$ cat config.mk
export PLATFORM = sky130hd
export DESIGN_NAME = fir_mac_sequencer
export DESIGN_NICKNAME = d
export VERILOG_FILES = /design/src/rtl/fir_mac_sequencer.sv
export SDC_FILE = /design/constraint.sdc
export NUM_CORES = 1
export LEC_CHECK = 0
export CORE_MARGIN = 5
export CORE_UTILIZATION = 30
export DETAILED_ROUTE_END_ITERATION = 12
export PLACE_DENSITY_LB_ADDON = 0.15
export SLEW_MARGIN = 10
export SYNTH_ARGS = -nofsm -noshare
export SYNTH_HDL_FRONTEND = slang
export SYNTH_SLANG_ARGS = --single-unit
$ cat constraint.sdc
create_clock -name clk -period 2.6 [get_ports clk]
set_input_delay 0.39 -clock clk [delete_from_list [all_inputs] [get_ports clk]]
set_output_delay 0.39 -clock clk [all_outputs]
set_load 0.02 [all_outputs]
$ cat src/rtl/fir_mac_sequencer.sv
// rtl/fir_mac_sequencer.sv - TAPS-tap FIR sequencer driving one shared external multiply/add ALU
module fir_mac_sequencer #(
  parameter int N    = 16,
  parameter int TAPS = 8,
  parameter int AW   = 3
) (
  input  logic          clk,
  input  logic          rst_n,
  input  logic          in_valid,
  output logic          in_ready,
  input  logic [N-1:0]  in_data,
  output logic          out_valid,
  input  logic          out_ready,
  output logic [31:0]   out_data,
  input  logic          coef_we,
  input  logic [AW-1:0] coef_addr,
  input  logic [N-1:0]  coef_wdata,
  output logic          busy,
  output logic [N-1:0]  alu_a,
  output logic [N-1:0]  alu_b,
  output logic          alu_sel,
  input  logic [31:0]   alu_out
);

  typedef enum logic [1:0] {IDLE, MAC, OUT} state_t;

  state_t        state, state_nxt;
  logic [N-1:0]  x [TAPS];
  logic [N-1:0]  c [TAPS];
  logic [31:0]   acc;
  logic [AW-1:0] k;
  logic          in_fire;
  logic          mac_last;

  assign in_fire  = in_valid && in_ready;
  assign mac_last = (k == AW'(TAPS - 1));
  // Accumulation is done here, so the ALU only ever multiplies.
  assign alu_sel  = 1'b1;
  assign out_data = acc;

  always_ff @(posedge clk or negedge rst_n) begin
    if (!rst_n) state <= IDLE;
    else        state <= state_nxt;
  end

  always_comb begin
    state_nxt = state;
    in_ready  = 1'b0;
    out_valid = 1'b0;
    busy      = 1'b1;
    alu_a     = '0;
    alu_b     = '0;
    case (state)
      IDLE: begin
        in_ready = 1'b1;
        busy     = 1'b0;
        if (in_valid) state_nxt = MAC;
      end
      MAC: begin
        alu_a = x[k];
        alu_b = c[k];
        if (mac_last) state_nxt = OUT;
      end
      OUT: begin
        out_valid = 1'b1;
        if (out_ready) state_nxt = IDLE;
      end
      default: state_nxt = IDLE;
    endcase
  end

  always_ff @(posedge clk or negedge rst_n) begin
    if (!rst_n) begin
      for (int i = 0; i < TAPS; i++) begin
        x[i] <= '0;
        c[i] <= '0;
      end
      acc <= '0;
      k   <= '0;
    end else begin
      // A write in the handshake cycle lands before MAC reads it.
      if (coef_we && state == IDLE && 32'(coef_addr) < TAPS)
        c[coef_addr] <= coef_wdata;
      if (in_fire) begin
        for (int i = TAPS - 1; i > 0; i--) x[i] <= x[i-1];
        x[0] <= in_data;
        acc  <= '0;
        k    <= '0;
      end else if (state == MAC) begin
        acc <= acc + alu_out;
        if (!mac_last) k <= k + AW'(1);
      end
    end
  end

endmodule

Word-level counts from Yosys, hierarchy flattened
Index checks and enable logic that the tools add are counted.

Register bits: 293. Input port bits: 72. Output and inout bits: 68. Logic and storage cells: 63.

$add $sub $neg: 2. Order comparisons: 3. Equality and inequality tests: 7. Mux-type cells: 23. Bitwise gates (word level): 2. Reduce and logical (&&, ||, !) cells: 7.

Operators by type and width (count): 128-bit bitwise mux (1); 16-bit 2-to-1 mux (7); 16-bit binary-select mux with 3-bit select (2); 32-bit 2-to-1 mux (2); 16-bit demux with 3-bit select (1); 32-bit adder (1); 3-bit 2-to-1 mux (3); 4-bit greater-or-equal comparator, second input constant (2); 2-bit != test, second input constant (4); 3-bit NOT with 4-bit output (2); 2-bit 2-to-1 mux (3); 2-bit one-hot mux with 3 select lines (1); 4-bit by 1-bit < comparator with 1-bit output, second input constant (1); 3-bit by 1-bit adder with 3-bit output, second input constant (1); 3-bit equality test, second input constant (1); 1-bit logical AND (3); 1-bit 2-to-1 mux (3); 3-bit AND reduction (1); 2-bit by 1-bit equality test with 1-bit output, second input constant (1); 2-bit equality test, second input constant (1); 2-bit zero test (1); 2-bit AND reduction (1); 2-bit nonzero test (1).

Logic depth before layout (Yosys ltp)
Word-level depth: 6. Depth in mapped cells: 9. Depth with buffers taken out: 9.

Least setup slack after synthesis
No wires, ideal clock.

Path type: reg-to-reg. From: reg acc[0] (netlist: out_data[0]). To: reg acc[30] (netlist: out_data[30]). Setup time: 131 ps. Arrival time: 2664 ps. Data required time: 2469 ps. Setup slack: -195 ps. Cell stages (with the launch flop): 10. Buffers on the path: 0. Period minus slack after synthesis: 2795 ps. Path through: dfrtp_1 -> ha_1 -> fa_1 -> a211oi_1 -> o21bai_1 -> a221oi_2 -> a211oi_2 -> o21ai_2 -> a2111oi_0 -> or3_1.

Cells in the longest elaborated chain, start to end: 3.

Ends and longest elaborated chain: from (decl) (line 30) `logic [31:0] acc;`; from (signal assigned) (line 90) `acc <= acc + alu_out;`; 32-bit adder (line 90); 32-bit 2-to-1 mux (line 89) `end else if (state == MAC) begin`; 32-bit 2-to-1 mux (line 84) `if (in_fire) begin`.

No other way between the ends. The select of a mux whose other input is x is not followed. A chain may end at the register's enable or synchronous reset.

Worst setup path after layout
From: reg k[0]. To: out alu_b[0].

Cells in the longest elaborated chain, start to end: 5.

Ends and longest elaborated chain: from (decl) (line 31) `logic [AW-1:0] k;`; from (signal assigned) (line 91) `if (!mac_last) k <= k + AW'(1);`; 3-bit NOT with 4-bit output (not written as such) (line 61) `alu_b = c[k];`; 16-bit binary-select mux with 3-bit select (line 61); 16-bit 2-to-1 mux (not written as such) (2 in series) (line 61); 16-bit 2-to-1 mux (line 53) `case (state)`; to (decl) (line 20) `output logic [N-1:0] alu_b,`.

No other way between the ends. The select of a mux whose other input is x is not followed.

==> reports/qor.tcl <==
set qor(run_status) {finished with violations}
set qor(violated_checks) {setup timing}
set qor(clk_latency_ns) 0.55
set qor(dieArea_um2) 53300
set qor(fin_hold_ws_ns) 0.292
set qor(final-max-slew-violation-count) 0
set qor(seq_area_frac_synth_pct) 50.1
set qor(die_span_in_y_um) 231
set qor(crit_path_end_kind) {output port}
set qor(final_net_count) 1691
set qor(synth.distinct_cells) 64
set qor(root_buffer) {sky130_fd_sc_hd__clkbuf_16}
set qor(worst_path_max_delay_cell) {sky130_fd_sc_hd__dfrtp_4}
set qor(max-slew-margin-rel_pct) 52.7
set qor(numClockSinks) 293
set qor(synth-seq-cells) 293
set qor(min-delay-path-class) {input pin to async pin}
set qor(cts_h_tree_lvls) 2
set qor(chipWidth_um) 231
set qor(dr.pass1.iters) 5
set qor(crit_path_max_incr_delay_ns) 0.50
set qor(worst_pin_slew_ns) 0.707
set qor(cts_buffer_depth) 3
set qor(cellPowerDensity_nw_per_um2) 1350
set qor(layout-area-overhead-vs-synth_pct) 32.0
set qor(route.detailed.wl_per_inst_um) 18.0
set qor(timing.critical_path.fanout_max) 5
set qor(post_synth_edffs) 0
set qor(place_area_um2) 17600
set qor(design.portCount) 140
set qor(hold_violations) 0
set qor(postSynthAreaPerCell_um2) 10.9
set qor(detailedRoute.firstIterationViolations) 770
set qor(grt.total_usage_pct) 15.1
set qor(place_hpwl_mm) 25.6
set qor(period_minus_slack_ns) 2.70
set qor(startpoint_type) {flip-flop}
set qor(p_leak_nw) 9.05
set qor(maxcap_violations) 0
set qor(final.period_utilization_pct) 104
set qor(first_global_vias) 11351
set qor(path_cells) {buf_6 > buf_12 > clkbuf_16 > mux4_2 > mux2i_4 > nor2_1 > buf_2}
set qor(placement.io_buffers) 138
set qor(data_arrival_critical_path_ns) 2.31
set qor(worst-setup-path-type) {flip-flop to output port}
set qor(post_drt_via_cell_ratio) 4.84
set qor(worst_setup_path_startpoint) {k[0]}
set qor(clock_tree_from_tritoncts) {yes}
set qor(post-route-drc-count) 0
set qor(grt-ovfl-total) 0
set qor(antenna_violating_nets_post_route) 0
set qor(wire_length_of_the_first_global_routing_pass_mm) 64.9
set qor(cts_buffers) 35
set qor(grt_setup_unrepaired) {true}
set qor(num_rows) 81
set qor(postSynth.asyncResetShare_pct) 100
set qor(max-vdd-ir-drop_mv) 0.502
set qor(finalWorstSetupSlack_ns) -0.101
set qor(vias) 10797
set qor(final.setup_skew_ns) 0.0209
set qor(max_freq_ghz) 0.370
set qor(synth_top_flop_cell) {sky130_fd_sc_hd__dfrtp_1}
set qor(grt_start_max_net_pins) 91
set qor(synth_fp_nets) 1448
set qor(final-setup-viol-count) 28
set qor(cts.clk_slew.worst_paths_ns) 0.06
set qor(finalPower_mw) 26.0
set qor(synthCells) 1342
set qor(totalNegativeSetupSlack_ns) -1.40
set qor(starting_density_of_the_core_pct) 30.1
set qor(yosys_warnings) 0
set qor(netlist_area_um2) 14600
set qor(nFillCells) 4765
set qor(ff_latch_area_um2) 7340
set qor(routed_wl_mm) 40.1
set qor(core_region_area_um2) 48600
set qor(total_area_of_multi_input_combinational_cells_um2) 7210
set qor(globalplace.congestion) 0.887
set qor(grt_antenna_before_repair) 0
set qor(final_design_area_no_fill_um2) 19300
set qor(n_antenna_cell) 0
set qor(worst_ep_required_time_ns) 2.21
set qor(layout-drive-gt1-share_pct) 29.3
set qor(worstReg2RegStart) {out_data[0]}
## layout make-up
cell class	instances	area share (%)
Clock inverter	13	1.33
Timing Repair Buffer	279	14.1
Multi-Input combinational cell	964	37.3
Sequential cell	293	38.0
Tap cell	622	4.03
Clock buffer	48	5.04
Inverter	12	0.233
## cell families (layout without fill, tap and decap cells)
| kind of cell | count (synthesis) | in the layout | synth area share, % |
|---|---|---|---|
| adder cells (fa/ha/maj) | 34 | 34 | 2.96 |
| flip-flops | 293 | 293 | 50.1 |
| other | 1 | 1 | 0.0256 |
| AO/OA/AOI/OAI | 133 | 133 | 6.22 |
| AND/OR/NAND/NOR | 549 | 549 | 15.0 |
| multiplexers | 227 | 227 | 22.1 |
| XOR/XNOR | 20 | 20 | 1.20 |
| buffers and inverters | 85 | 352 | 2.44 |
## critical path, delay by kind of cell (launching register included)
kind | cells | cell delay, ns
buffers and inverters | 4 | 0.60
AND/OR/NAND/NOR | 1 | 0.05
multiplexers | 2 | 0.63
flip-flops | 1 | 0.50
## metrics by stage
stage / util (%) / cells / setup WS, ns
2_1_floorplan: - / 1342 / 0.000102
3_3_place_gp: 36.1 / 2144 / -0.473
4_1_cts: 39.2 / 2225 / -0.149
3_5_place_dp: 36.1 / 2144 / -0.474
5_1_grt: 39.7 / 2231 / -0.207
6_report: 39.7 / 2231 / -0.101
## layout by cell type (no fill, tap or decap), types with 8 or more instances in the layout
master and count:
sky130_fd_sc_hd__o21bai_1 8, sky130_fd_sc_hd__nand3_1 16, sky130_fd_sc_hd__mux2i_1 29, sky130_fd_sc_hd__buf_2 13, sky130_fd_sc_hd__a21o_1 9, sky130_fd_sc_hd__inv_1 12, sky130_fd_sc_hd__clkbuf_16 36, sky130_fd_sc_hd__and3_1 9
sky130_fd_sc_hd__a21oi_1 27, sky130_fd_sc_hd__nand2_1 435, sky130_fd_sc_hd__buf_4 126, sky130_fd_sc_hd__mux2_2 129, sky130_fd_sc_hd__dfrtp_1 289, sky130_fd_sc_hd__buf_12 16, sky130_fd_sc_hd__xor2_1 14, sky130_fd_sc_hd__clkbuf_1 8
sky130_fd_sc_hd__mux4_2 64, sky130_fd_sc_hd__o21ai_0 31, sky130_fd_sc_hd__clkdlybuf4s50_1 105, sky130_fd_sc_hd__buf_6 8, sky130_fd_sc_hd__nor2_1 49, sky130_fd_sc_hd__ha_1 25, sky130_fd_sc_hd__nand4_1 9
## registers in the layout (all words and copies together) (netlist names)
name      count
state         2
x           128
out_data     32
k             3
c           128
## layer usage
| metal | up-vias | track usage, % | share of wire [%] |
|---|---|---|---|
| li1 | 5153 | - | - |
| met1 | 5394 | 21.5 | 47 |
| met2 | 198 | 24.1 | 47 |
| met3 | 52 | 2.95 | 4.2 |
| met4 | 0 | 3.44 | 1.8 |
| met5 | - | 0 | 0 |
## Yosys cell counts (5+ instances only)
cell type | instances | area share [%]
sky130_fd_sc_hd__nand2_1 | 436 | 11
sky130_fd_sc_hd__dfrtp_1 | 293 | 50
sky130_fd_sc_hd__mux2_2 | 129 | 9.9
sky130_fd_sc_hd__mux4_2 | 64 | 9.8
sky130_fd_sc_hd__clkbuf_1 | 54 | 1.4
sky130_fd_sc_hd__nor2_1 | 53 | 1.4
sky130_fd_sc_hd__o21ai_0 | 36 | 1.2
sky130_fd_sc_hd__mux2i_1 | 34 | 2.3
sky130_fd_sc_hd__ha_1 | 33 | 2.8
sky130_fd_sc_hd__a21oi_1 | 31 | 1.1
sky130_fd_sc_hd__nand3_1 | 16 | 0.55
sky130_fd_sc_hd__xor2_1 | 14 | 0.84
sky130_fd_sc_hd__inv_1 | 12 | 0.31
sky130_fd_sc_hd__buf_2 | 10 | 0.34
sky130_fd_sc_hd__a21o_1 | 9 | 0.46
sky130_fd_sc_hd__and3_1 | 9 | 0.38
sky130_fd_sc_hd__nand4_1 | 9 | 0.38
sky130_fd_sc_hd__o21bai_1 | 8 | 0.41
sky130_fd_sc_hd__a211oi_1 | 6 | 0.31
sky130_fd_sc_hd__xnor2_1 | 6 | 0.36
sky130_fd_sc_hd__a22o_1 | 5 | 0.30
sky130_fd_sc_hd__and2_1 | 5 | 0.21
sky130_fd_sc_hd__buf_1 | 5 | 0.13
sky130_fd_sc_hd__nor3_1 | 5 | 0.17
## power breakdown
| group | switching [mW] | internal [mW] | leakage (nW) |
|---|---|---|---|
| logic | 6.27 | 6.61 | 4.72 |
| clock network | 2.04 | 3.24 | 0.596 |
| registers | 1.28 | 6.58 | 3.74 |
| total | 9.59 | 16.4 | 9.05 |
## final timing paths
kind	to	slack, ns	cells past startpoint
worst max-delay path	alu_b[0]	-0.10	7
worst min-delay path	out_data[10]	0.29	2
worst max register to register	out_data[30]	-0.01	10
worst min register to register	x[7]	0.47	2
max in group asynchronous	c[36]	1.50	3
min in group clk	x[120]	0.37	3
## timing repair
action,4_1_cts,5_1_grt
endpoints found under the setup margin,37,45
resized for setup,174,38
cloned,6,1
hold endpoints to repair,32,0
pin swaps,6,35
setup buffers,13,6
hold buffers,1,0
Note: power is estimated with default switching activity, not from simulation.
